[src/rtl/pooled_output_writer.sv]
// pooled_output_writer: packs the tagged 8-bit pooled stream into SRAM words for two
// independent output regions and flushes partially filled words at end of layer.
//
// Ports
//   clk                 rising-edge clock
//   reset_b             asynchronous active-low reset
//   dut_run             level start request, sampled in IDLE
//   valid_in[1:0]       0 idle, 1 byte -> region 0, 2 byte -> region 1, 3 end of layer
//   pooled_data[7:0]    pooled byte, stored raw
//   sram_write_enable   one-cycle write strobe
//   sram_write_address  word address of the write
//   sram_write_data     packed word, byte k in bits [8k+7:8k]
//   dut_busy            high while a layer is in progress (RUN/FLUSH0/FLUSH1)
//   dut_done            one-cycle pulse once the layer is fully written
//   overflow_err        sticky, set when a region write index reaches REGION_WORDS
module pooled_output_writer #(
   parameter int unsigned BYTES_PER_WORD = 4,
   parameter int unsigned ADDR_W         = 12,
   parameter int unsigned BASE_ADDR_0    = 0,
   parameter int unsigned BASE_ADDR_1    = 256,
   parameter int unsigned REGION_WORDS   = 256
) (
   input  logic                        clk,
   input  logic                        reset_b,
   input  logic                        dut_run,
   input  logic [1:0]                  valid_in,
   input  logic [7:0]                  pooled_data,
   output logic                        sram_write_enable,
   output logic [ADDR_W-1:0]           sram_write_address,
   output logic [8*BYTES_PER_WORD-1:0] sram_write_data,
   output logic                        dut_busy,
   output logic                        dut_done,
   output logic                        overflow_err
);

   localparam int unsigned WORD_W = 8 * BYTES_PER_WORD;
   localparam int unsigned CNT_W  = $clog2(BYTES_PER_WORD + 1);

   localparam logic [1:0] V_IDLE = 2'd0;
   localparam logic [1:0] V_R1   = 2'd2;
   localparam logic [1:0] V_EOL  = 2'd3;

   typedef enum logic [2:0] {
      S_IDLE,
      S_RUN,
      S_FLUSH0,
      S_FLUSH1,
      S_DONE
   } state_t;

   state_t                        state_q, state_d;
   logic [1:0][WORD_W-1:0]        buf_q, buf_d;
   logic [1:0][CNT_W-1:0]         cnt_q, cnt_d;
   logic [1:0][ADDR_W-1:0]        wcnt_q, wcnt_d;

   logic                          we_d;
   logic [ADDR_W-1:0]             addr_d;
   logic [WORD_W-1:0]             data_d;
   logic                          busy_d;
   logic                          done_d;
   logic                          ovf_d;

   logic                          wr_req;
   logic                          wr_reg;
   logic [WORD_W-1:0]             wr_word;
   logic                          sel;
   logic [WORD_W-1:0]             new_word;

   // Next-state and next-output logic. Outputs are computed for the state being entered,
   // so a write strobe is visible in the cycle after the byte (or flush state) that caused it.
   always_comb begin
      state_d  = state_q;
      buf_d    = buf_q;
      cnt_d    = cnt_q;
      wcnt_d   = wcnt_q;
      we_d     = 1'b0;
      addr_d   = sram_write_address;
      data_d   = sram_write_data;
      busy_d   = 1'b0;
      done_d   = 1'b0;
      ovf_d    = overflow_err;
      wr_req   = 1'b0;
      wr_reg   = 1'b0;
      wr_word  = '0;
      sel      = 1'b0;
      new_word = '0;

      case (state_q)
         S_IDLE: begin
            if (dut_run) begin
               state_d = S_RUN;
               busy_d  = 1'b1;
               buf_d   = '0;
               cnt_d   = '0;
               wcnt_d  = '0;
               ovf_d   = 1'b0;
            end
         end

         S_RUN: begin
            busy_d = 1'b1;
            if (valid_in == V_EOL) begin
               // Region 0 partial word goes out as FLUSH0 is entered.
               state_d = S_FLUSH0;
               if (cnt_q[0] != '0) begin
                  wr_req  = 1'b1;
                  wr_reg  = 1'b0;
                  wr_word = buf_q[0];
               end
               buf_d[0] = '0;
               cnt_d[0] = '0;
            end else if (valid_in != V_IDLE) begin
               sel      = (valid_in == V_R1);
               new_word = buf_q[sel];
               for (int k = 0; k < BYTES_PER_WORD; k++) begin
                  if (cnt_q[sel] == CNT_W'(k)) begin
                     new_word[8*k +: 8] = pooled_data;
                  end
               end
               if (cnt_q[sel] == CNT_W'(BYTES_PER_WORD - 1)) begin
                  wr_req     = 1'b1;
                  wr_reg     = sel;
                  wr_word    = new_word;
                  buf_d[sel] = '0;
                  cnt_d[sel] = '0;
               end else begin
                  buf_d[sel] = new_word;
                  cnt_d[sel] = cnt_q[sel] + CNT_W'(1);
               end
            end
         end

         S_FLUSH0: begin
            // Region 1 partial word goes out as FLUSH1 is entered.
            state_d = S_FLUSH1;
            busy_d  = 1'b1;
            if (cnt_q[1] != '0) begin
               wr_req  = 1'b1;
               wr_reg  = 1'b1;
               wr_word = buf_q[1];
            end
            buf_d[1] = '0;
            cnt_d[1] = '0;
         end

         S_FLUSH1: begin
            state_d = S_DONE;
            done_d  = 1'b1;
         end

         S_DONE: begin
            state_d = S_IDLE;
         end

         default: begin
            state_d = S_IDLE;
         end
      endcase

      // Shared write port: at most one word completes per cycle.
      if (wr_req) begin
         we_d   = 1'b1;
         addr_d = (wr_reg ? ADDR_W'(BASE_ADDR_1) : ADDR_W'(BASE_ADDR_0)) + wcnt_q[wr_reg];
         data_d = wr_word;
         wcnt_d[wr_reg] = wcnt_q[wr_reg] + ADDR_W'(1);
         if (32'(wcnt_q[wr_reg]) >= REGION_WORDS) begin
            ovf_d = 1'b1;
         end
      end
   end

   // State, datapath and registered outputs.
   always_ff @(posedge clk or negedge reset_b) begin
      if (!reset_b) begin
         state_q            <= S_IDLE;
         buf_q              <= '0;
         cnt_q              <= '0;
         wcnt_q             <= '0;
         sram_write_enable  <= 1'b0;
         sram_write_address <= '0;
         sram_write_data    <= '0;
         dut_busy           <= 1'b0;
         dut_done           <= 1'b0;
         overflow_err       <= 1'b0;
      end else begin
         state_q            <= state_d;
         buf_q              <= buf_d;
         cnt_q              <= cnt_d;
         wcnt_q             <= wcnt_d;
         sram_write_enable  <= we_d;
         sram_write_address <= addr_d;
         sram_write_data    <= data_d;
         dut_busy           <= busy_d;
         dut_done           <= done_d;
         overflow_err       <= ovf_d;
      end
   end

endmodule

[config.mk]
export PLATFORM = sky130hd
export DESIGN_NAME = pooled_output_writer
export DESIGN_NICKNAME = d
export VERILOG_FILES = /design/src/rtl/pooled_output_writer.sv
export SDC_FILE = /design/constraint.sdc
export NUM_CORES = 1
export LEC_CHECK = 0
export CORE_ASPECT_RATIO = 0.6
export CORE_UTILIZATION = 54
export CTS_BUF_LIST = sky130_fd_sc_hd__clkbuf_4
export CTS_CLUSTER_DIAMETER = 30
export DETAILED_ROUTE_END_ITERATION = 8
export PLACE_DENSITY = 0.78
export SETUP_SLACK_MARGIN = 0.05
export SLEW_MARGIN = 5
export SYNTH_ARGS = -nofsm -noshare
export SYNTH_HDL_FRONTEND = slang
export SYNTH_SLANG_ARGS = --single-unit
[constraint.sdc]
create_clock -name clk -period 3.5 [get_ports clk]
set_clock_uncertainty 0.2 [all_clocks]
set_input_delay 0.7 -clock clk [delete_from_list [all_inputs] [get_ports clk]]
set_output_delay 0.7 -clock clk [all_outputs]
set_load 0.05 [all_outputs]
==> results of run 1 <==
routing by layer:
| metal | vias to the layer above | global-route usage |
|---|---|---|
| li1 | 2690 | - |
| met1 | 2983 | 0.438 |
| met2 | 331 | 0.420 |
| met3 | 51 | 0.0920 |
| met4 | 0 | 0.114 |
| met5 | - | 0 |
critical path, delay by kind of cell:
| family | cells | cell delay, ns |
|---|---|---|
| AOI/OAI and AO/OA | 3 | 0.40 |
| adders and majority gates | 3 | 0.49 |
| buffers and inverters | 1 | 0.50 |
| and+or+nand+nor | 9 | 1.36 |
flip-flops by register name, summed over array words and instances, names as in the netlist:
register,cells
dut_done,1
sram_write_data,32
buf_q,64
overflow_err,1
state_q,3
cnt_q,6
dut_busy,1
sram_write_enable,1
sram_write_address,12
wcnt_q,24
timing repair:
item / CTS / global route
endpoints found under the setup margin: 0 / 1
hold buffers: 1 / 0
resized for setup: 0 / 1
hold endpoints to repair: 56 / 0
synth_stat cells (3+ instances only):
master | count | area, sq um
a21oi_1 | 16 | 80.1
a222oi_1 | 8 | 80.1
a22oi_1 | 24 | 180
a31oi_1 | 10 | 62.6
and2_1 | 3 | 18.8
and3_1 | 3 | 18.8
buf_2 | 21 | 105
buf_4 | 5 | 37.5
clkbuf_1 | 21 | 78.8
dfrtp_1 | 145 | 3630
ha_1 | 6 | 75.1
inv_1 | 6 | 22.5
mux2_1 | 10 | 113
mux2_2 | 19 | 214
mux2i_1 | 27 | 270
nand2_1 | 110 | 413
nand2b_1 | 3 | 18.8
nand3_1 | 14 | 70.1
nand4_1 | 9 | 56.3
nor2_1 | 33 | 124
nor2b_1 | 18 | 113
nor3_1 | 5 | 25.0
o211ai_1 | 28 | 210
o211ai_4 | 3 | 63.8
o21a_1 | 25 | 188
o21ai_0 | 49 | 245
o21ai_1 | 36 | 180
or3_1 | 3 | 18.8
xor2_1 | 3 | 26.3
layout make-up:
| cell class | count | area, sq um |
|---|---|---|
| fill | 984 | 4410 |
| sequential | 145 | 3630 |
| multi-input combinational | 503 | 3310 |
| timing repair buffer | 99 | 922 |
| tap | 170 | 213 |
| clock inverter | 13 | 209 |
| clock buffer | 19 | 143 |
| inverter | 6 | 22.5 |
kinds of logic after synthesis:
group / count (synthesis) / share of synthesized area
AND/OR/NAND/NOR: 219 / 0.149
buffers and inverters: 57 / 0.0384
AO/OA/AOI/OAI: 218 / 0.206
adder cells (fa/ha/maj): 6 / 0.0105
multiplexers: 56 / 0.0836
flip-flops: 145 / 0.508
XOR/XNOR: 4 / 0.00491
power groups by stage:
stage | Clock [uW] | Combinational (uW) | Sequential, uW
floorplan | 0 | 1510 | 3320
global placement | 0 | 3310 | 2510
detailed placement | 0 | 3410 | 2550
CTS | 1310 | 3430 | 2520
global route | 1380 | 3650 | 2590
finish | 1290 | 3450 | 2530
through the flow:
stage	total power [uW]	setup TNS [ns]	hold WS [ns]
2_1_floorplan	4830	-0.577	0.204
3_3_place_gp	5820	-0.522	0.272
3_5_place_dp	5960	-1.65	0.279
4_1_cts	7260	0	0.308
5_1_grt	7620	0	0.324
6_report	7270	0	0.302
final timing paths:
check / endpoint / depth (start not counted) / startpoint / slack, ns
worst min register to register: sram_write_data[1] / 1 / sram_write_data[1] / 0.30
min in group asynchronous: sram_write_data[7] / 2 / reset_b / 0.46
worst max register to register: wcnt_q[6] / 13 / cnt_q[5] / 0.64
worst min-delay path: sram_write_data[1] / 1 / sram_write_data[1] / 0.30
worst max-delay path: wcnt_q[6] / 16 / valid_in[0] / 0.27
max in group asynchronous: wcnt_q[10] / 3 / reset_b / 1.85
==> results.cfg, run 1 <==
[cts]
cts_setup_buffers = 0
cts_buffer_depth = 2
cts.clk_slew.worst_paths_ns = 0.12
root_buffer = clkbuf_4
cts_tree = yes
numCtsBuffers = 17
clkLatencyLatePin_ns = 0.55
clock_sinks = 145
htree_levels = 4

[grt]
grt_pass1_vias = 6014
grt_overflow = 0
grt_pass1_wl_um = 31300
grt_max_degree = 63
grtUsageTotal = 0.301
antenna_found_initial = 0

[synth]
ys.flop_type = dfrtp_1
async_flop_share = 1.00
yosys_warnings = 0
avgSynthCellArea_sq_um = 10.1
synth_cell_types = 63
synth_nets = 724
seq_area_frac_synth = 0.508
syn_inst = 705
synth-edff-count = 0
synth_area_sq_um = 7140
ys_seq_elements = 145

[pwr]
internal-power_uw = 4010
power.density_nw_per_um2 = 861
comb_power_share = 0.475
power_frac_clock = 0.178
power.switching_uw = 3260
pwr-share-seq = 0.348
irDropWorstVdd_mv = 0.778
p_leak_uw = 0.00365
p_sw_frac = 0.449

[routing]
vias = 6055
wl_per_cell_um = 20.4
finalWirelength_um = 19500
wl_met1_um = 8750
postRouteAntennaNets = 0
drc = 0
drt_pass1_iterations = 5
dr.max_layer_used = met4
drt-initial-drc-count = 673
wl_met3_um = 2080
via_per_inst = 6.34
wl_met2_um = 8170

[final_layout]
fin_area_sq_um = 8450
layout_common_cells = dfrtp_1 (145), nand2_1 (105), clkdlybuf4s50_1 (59), o21ai_0 (48), o21ai_1 (37)
diodes = 0
stdcell_count = 955
final_core_util = 0.657
drive_gt1_frac = 0.149
syn_to_final_growth_pct = 18.3
layout_commonest_cell = dfrtp_1
finalNetCount = 791

[critical_path]
critical-path-slowest-cell = clkdlybuf4s50_1
crit_chain = clkdlybuf4s50_1 > nor2b_2 > nand2_1 > nand2_2 > ha_4 > ha_4 > and3b_2 > a22o_4 > nand2_1 > nand2_1 > ha_2 > and4_4 > nand2_2 > and3_1 > o21ai_0 > o41ai_1
cp_max_fo = 6
required_ns = 3.72
startpoint_type = primary input
end_kind = flip-flop
cpMostUsedCell = nand2_1
cp.arrival_ns = 3.45
cpPeakStageDelay_ns = 0.50
critical_path_class = primary input to flip-flop

[placement]
gp_congestion = 0.936
dp_hpwl_um = 12900
place_inst = 922
dpl_cell_area_sq_um = 8080
place_ws_ns = -0.324
portBuffers = 60

[sta]
hold_viol_final = 0
worst_slack_ns = 0.265
fmax_ghz = 0.309
tightest_slew_ns = 0.661
final_max_slew_viol_count = 0
setup_viol = 0
relSlewSlack = 0.557
min_period_over_period = 0.924
rsz0062_at_grt = false
min_period_ns = 3.23

[run]
max_cap_violations = 0

[floorplanning]
die_h_um = 91.1
core_area_sq_um = 12900
rows = 32
initial_core_util = 0.556
dieArea_sq_um = 13700
ios = 61
die_w_um = 150

[hold_path]
hp-class = flip-flop to flip-flop

[status]
status = finished, final reports clean
No activity file was read; power rests on OpenSTA's default activity.
==> inputs of run 2 (changes only) <==
--- a/config.mk
+++ b/config.mk
@@ -6,11 +6,11 @@
 export NUM_CORES = 1
 export LEC_CHECK = 0
 export CORE_ASPECT_RATIO = 0.6
-export CORE_UTILIZATION = 54
+export CORE_UTILIZATION = 45
 export CTS_BUF_LIST = sky130_fd_sc_hd__clkbuf_4
 export CTS_CLUSTER_DIAMETER = 30
 export DETAILED_ROUTE_END_ITERATION = 8
-export PLACE_DENSITY = 0.78
+export PLACE_DENSITY = 0.67
 export SETUP_SLACK_MARGIN = 0.05
 export SLEW_MARGIN = 5
 export SYNTH_ARGS = -nofsm -noshare
==> run 2 against run 1 <==
Critical path depth unchanged. Count of clock-buffer cells in the layout shrank 2. Sequential power hardly changed. Worst hold slack better by 0.0047 ns. Sequential cell count unchanged.
==> results.cfg, run 2 (synthesis gave the netlist of run 1 again) <==
[critical_path]
critPathBufInv = 1
rr_endpoint = wcnt_q[6]
cpPeakStageDelay_ns = 0.49
end_kind = flip-flop
cp.depth = 16
crit_chain = clkdlybuf4s50_1 > nor2b_1 > nand2_1 > nand2_2 > ha_4 > ha_4 > and3b_2 > a22o_4 > nand2_1 > nand2_1 > ha_2 > and4_4 > nand2_2 > and3_1 > o21ai_0 > o41ai_1
rr_worst_depth = 13
cpMostUsedCell = nand2_1
crit_path_end = wcnt_q[6]
cp.arrival_ns = 3.49
critical_path_class = primary input to flip-flop
cp_max_fo = 4
critical-path-slowest-cell = clkdlybuf4s50_1
rr_startpoint = cnt_q[5]
rrSetupSlack_ns = 0.66
cp_top_family = simple AND/OR/NAND/NOR gates
startpoint_type = primary input
setup.worst_path.start = valid_in[1]
required_ns = 3.74

[pwr]
pwr-share-seq = 0.363
irDropWorstVdd_mv = 0.576
p_sw_frac = 0.473
internal-power_uw = 3660
power.density_nw_per_um2 = 826
power.switching_uw = 3290
comb_power_share = 0.495
power_frac_clock = 0.142
p_leak_uw = 0.00361

[grt]
grt_max_degree = 73
grt_use_met2 = 0.352
antenna_found_initial = 1
grtUsageTotal = 0.247
grt_overflow = 0
grt_pass1_wl_um = 30800
grt_use_met1 = 0.369
grt_use_met3 = 0.0555
grt_pass1_vias = 5738
grt_busiest_layer = met1

[sta]
rsz0062_at_grt = false
min_period_over_period = 0.930
hold_viol_final = 0
min_period_ns = 3.26
hold_ws_ns = 0.307
worst_slack_ns = 0.245
fmax_ghz = 0.307
relSlewSlack = 0.546
tightest_slew_ns = 0.682
setup_viol = 0
final_max_slew_viol_count = 0
tns_ns = 0

[routing]
via_per_inst = 5.94
postRouteAntennaNets = 0
drc = 0
drt_pass1_iterations = 6
vias = 5889
drt-initial-drc-count = 561
wl_per_cell_um = 19.2
finalWirelength_um = 19100

[floorplanning]
rows = 35
core_area_sq_um = 15400
ios = 61
initial_core_util = 0.463
dieArea_sq_um = 16400
die_h_um = 99.6
die_w_um = 165

[final_layout]
layout_common_cells = dfrtp_1 (145), nand2_1 (105), clkdlybuf4s50_1 (59), o21ai_0 (48), buf_4 (40)
reg_top3 = buf_q: 64 flops, sram_write_data: 32 flops, wcnt_q: 24 flops
fin_area_sq_um = 8420
stdcell_count = 992
largest_reg_flops = 64
finalNetCount = 795
largest_register = buf_q
layout_commonest_cell = dfrtp_1
syn_to_final_growth_pct = 17.9
drive_gt1_frac = 0.155
diodes = 0

[placement]
dpl_cell_area_sq_um = 8150
place_inst = 959
dp_hpwl_um = 13200
portBuffers = 60
place_ws_ns = -0.261
gp_congestion = 0.905

[hold_path]
whs_path_depth = 1
hp-class = flip-flop to flip-flop

[cts]
cts_setup_buffers = 0
htree_levels = 4
clock_sinks = 145
cts.clk_slew.worst_paths_ns = 0.13
root_buffer = clkbuf_4
cts_tree = yes
cts_resized = 0
cts_buffer_depth = 2
numCtsBuffers = 17
clkLatencyLatePin_ns = 0.56

[status]
status = finished, final reports clean

[run]
max_cap_violations = 0
==> run 2: changes by cell type in the layout (fill, tap and decap cells not counted), moves of 2 or more <==
cell and change:
inv_6 +4, bufinv_16 -5, clkinv_2 +2, clkbuf_4 -2, buf_4 +4, clkinv_1 -2
==> run 2: per-stage QoR <==
step                      power (uW)   util
after global routing            7340  0.546
after detailed placement        5980  0.529
final                           6950  0.546
after floorplan                 4830      -
after CTS                       6970  0.546
after global placement          5870  0.529
==> run 2: worst min-delay path by stage <==
stage,start,endpoint
6_report,sram_write_address[11],sram_write_address[11]
5_1_grt,sram_write_data[16],sram_write_data[16]
4_1_cts,sram_write_data[21],sram_write_data[21]
3_5_place_dp,sram_write_data[18],sram_write_data[18]
3_3_place_gp,sram_write_data[8],sram_write_data[8]
2_1_floorplan,reset_b,buf_q[0]
==> run 2: area by class of cell <==
class	instances	area, sq um
tap	203	254
fill	1327	7000
multi-input combinational	503	3310
inverter	6	22.5
clock inverter	15	129
clock buffer	17	128
sequential	145	3630
timing repair buffer	103	952
==> run 2: repair_timing <==
action	4_1_cts	5_1_grt
setup endpoints to repair	0	0
hold endpoints to repair	69	0
hold buffers	1	0
==> run 2: per-layer routing <==
layer  routed length, um  share of wire
met4                 261          0.014
met2                8060           0.42
met3                1440          0.075
met5                  13        0.00068
met1                9290           0.49
==> run 2: power by group through the flow <==
| stage | logic, uW | registers, uW | clock network, uW |
|---|---|---|---|
| 2_1_floorplan | 1510 | 3320 | 0 |
| 3_3_place_gp | 3350 | 2520 | 0 |
| 3_5_place_dp | 3430 | 2550 | 0 |
| 4_1_cts | 3440 | 2520 | 1010 |
| 5_1_grt | 3670 | 2590 | 1090 |
| 6_report | 3440 | 2520 | 989 |
==> inputs of run 3 (changes only) <==
--- a/config.mk
+++ b/config.mk
@@ -6,6 +6,7 @@
 export NUM_CORES = 1
 export LEC_CHECK = 0
 export CORE_ASPECT_RATIO = 0.6
+export CORE_MARGIN = 2
 export CORE_UTILIZATION = 45
 export CTS_BUF_LIST = sky130_fd_sc_hd__clkbuf_4
 export CTS_CLUSTER_DIAMETER = 30
==> run 3 against run 2 <==
Setup slack improved by 0.035 ns. Die area up 3.2%. First-iteration DRC count decreased by 1.8%. Maximum frequency grew 1.1%. Clock power up 6%. Combinational power barely moved. Critical path depth fell by 1. Count of clock-buffer cells in the layout grew 3. Routed wire length is 0.18% lower. Critical path type unchanged. Critical endpoint is now wcnt_q[20]. Highest routed layer is now met4.
==> results.cfg, run 3 (synthesis gave the netlist of run 1 again) <==
[hold_path]
whs_path_depth = 1
worstHoldStart = sram_write_data[4]
hp-class = flip-flop to flip-flop
holdPathEnd = sram_write_data[4]

[cts]
cts.clk_slew.worst_paths_ns = 0.12
clock_sinks = 145
root_buffer = clkbuf_4
numCtsBuffers = 17
cts_tree = yes
cts_buffer_depth = 2
htree_levels = 4
clkLatencyLatePin_ns = 0.53

[placement]
gp_congestion = 0.894
dp_hpwl_um = 13100
portBuffers = 60

[grt]
grt_overflow = 0
grt_max_degree = 70
grt_pass1_vias = 5863
grtUsageTotal = 0.239
grt_pass1_wl_um = 31700
antenna_found_initial = 1

[critical_path]
rr_startpoint = cnt_q[0]
cp_max_fo = 5
required_ns = 3.74
startpoint_type = primary input
critPathBufInv = 2
cp_top_family = simple AND/OR/NAND/NOR gates
critical_path_class = primary input to flip-flop
rr_endpoint = wcnt_q[20]
cpPeakStageDelay_ns = 0.51
crit_chain = clkdlybuf4s50_1 > nand2b_4 > nand2_2 > nand2_2 > ha_4 > ha_4 > and3b_2 > a22oi_4 > nand2_1 > nand2_1 > ha_2 > nand2_1 > nor4_4 > buf_4 > mux2i_1
critical-path-slowest-cell = clkdlybuf4s50_1
rrSetupSlack_ns = 0.69
cpMostUsedCell = nand2_1
rr_worst_depth = 13
end_kind = flip-flop
cp.arrival_ns = 3.46

[sta]
min_period_over_period = 0.920
hold_viol_final = 0
final_max_slew_viol_count = 0
setup_viol = 0
relSlewSlack = 0.515
rsz0062_at_grt = false
tightest_slew_ns = 0.728
tns_ns = 0
fmax_ghz = 0.311
min_period_ns = 3.22

[floorplanning]
rows = 35
core_area_sq_um = 15400
die_h_um = 102
initial_core_util = 0.463
dieArea_sq_um = 16900
die_w_um = 167
ios = 61

[routing]
finalWirelength_um = 19000
drt-initial-drc-count = 551
vias = 5888
via_per_inst = 5.94
drt_pass1_iterations = 5
postRouteAntennaNets = 0
drc = 0
wl_per_cell_um = 19.2

[final_layout]
drive_gt1_frac = 0.151
layout_common_cells = dfrtp_1 (145), nand2_1 (105), clkdlybuf4s50_1 (59), o21ai_0 (48), buf_4 (39)
syn_to_final_growth_pct = 18.3
layout_commonest_cell = dfrtp_1
finalNetCount = 795
largest_reg_flops = 64
reg_top3 = buf_q: 64 flops, sram_write_data: 32 flops, wcnt_q: 24 flops
largest_register = buf_q

[status]
status = finished, final reports clean

[pwr]
power.density_nw_per_um2 = 828
p_leak_uw = 0.00365
irDropWorstVdd_mv = 0.511
power_uw = 7000

[run]
max_cap_violations = 0
run 3: repair_timing:
action	4_1_cts	5_1_grt
setup buffers	0	0
hold buffers	1	0
hold endpoints to repair	67	0
resized for setup	0	1
setup endpoints to repair	0	1
run 3: layout make-up:
type	count	area, sq um
clock inverter	11	115
fill	1329	6960
multi-input combinational	503	3310
clock buffer	20	150
sequential	145	3630
inverter	6	22.5
antenna	1	2.50
timing repair buffer	103	965
tap	203	254
run 3: worst register-to-register path, cell delays in order (launching register included):
cell and delay [ns]:
dfrtp_1 0.48, nand2_2 0.09, nand2_2 0.07, ha_4 0.17, ha_4 0.15, and3b_2 0.24
a22oi_4 0.19, nand2_1 0.08, nand2_1 0.09, ha_2 0.19, nand2_1 0.12, nor4_4 0.27
buf_4 0.16, mux2i_1 0.22
run 3: how the worst max path moves through the flow:
stage           startpoint          to  slack (ns)  depth (start not counted)
2_1_floorplan  valid_in[0]   wcnt_q[8]       -0.17                         21
3_5_place_dp   valid_in[0]  wcnt_q[20]       -0.27                         15
3_3_place_gp   valid_in[1]   wcnt_q[6]       -0.12                         17
5_1_grt        valid_in[0]  wcnt_q[20]        0.10                         15
4_1_cts        valid_in[0]  wcnt_q[20]        0.30                         15
6_report       valid_in[0]  wcnt_q[20]        0.28                         15
run 3: layer usage:
metal / track usage / routed length, um
met1: 0.369 / 9580
met2: 0.342 / 8000
met3: 0.0395 / 1180
met4: 0.0796 / 277
met5: 0 / 0
run 3: metrics by stage:
step                hold WS [ns]  std cells  cell area (sq um)  utilization  setup WS, ns
floorplan                  0.204        705               7260            -        -0.170
global placement           0.268        959               8170        0.530        -0.119
detailed placement         0.279        959               8170        0.530        -0.271
CTS                        0.308        991               8440        0.548         0.302
global route               0.325        992               8450        0.548         0.102
finish                     0.302        992               8450        0.548         0.280
run 3: power breakdown:
group          switching [uW]  total [uW]  internal, uW
clock network             611        1050           438
logic                    2210        3420          1220
registers                 382        2530          2140
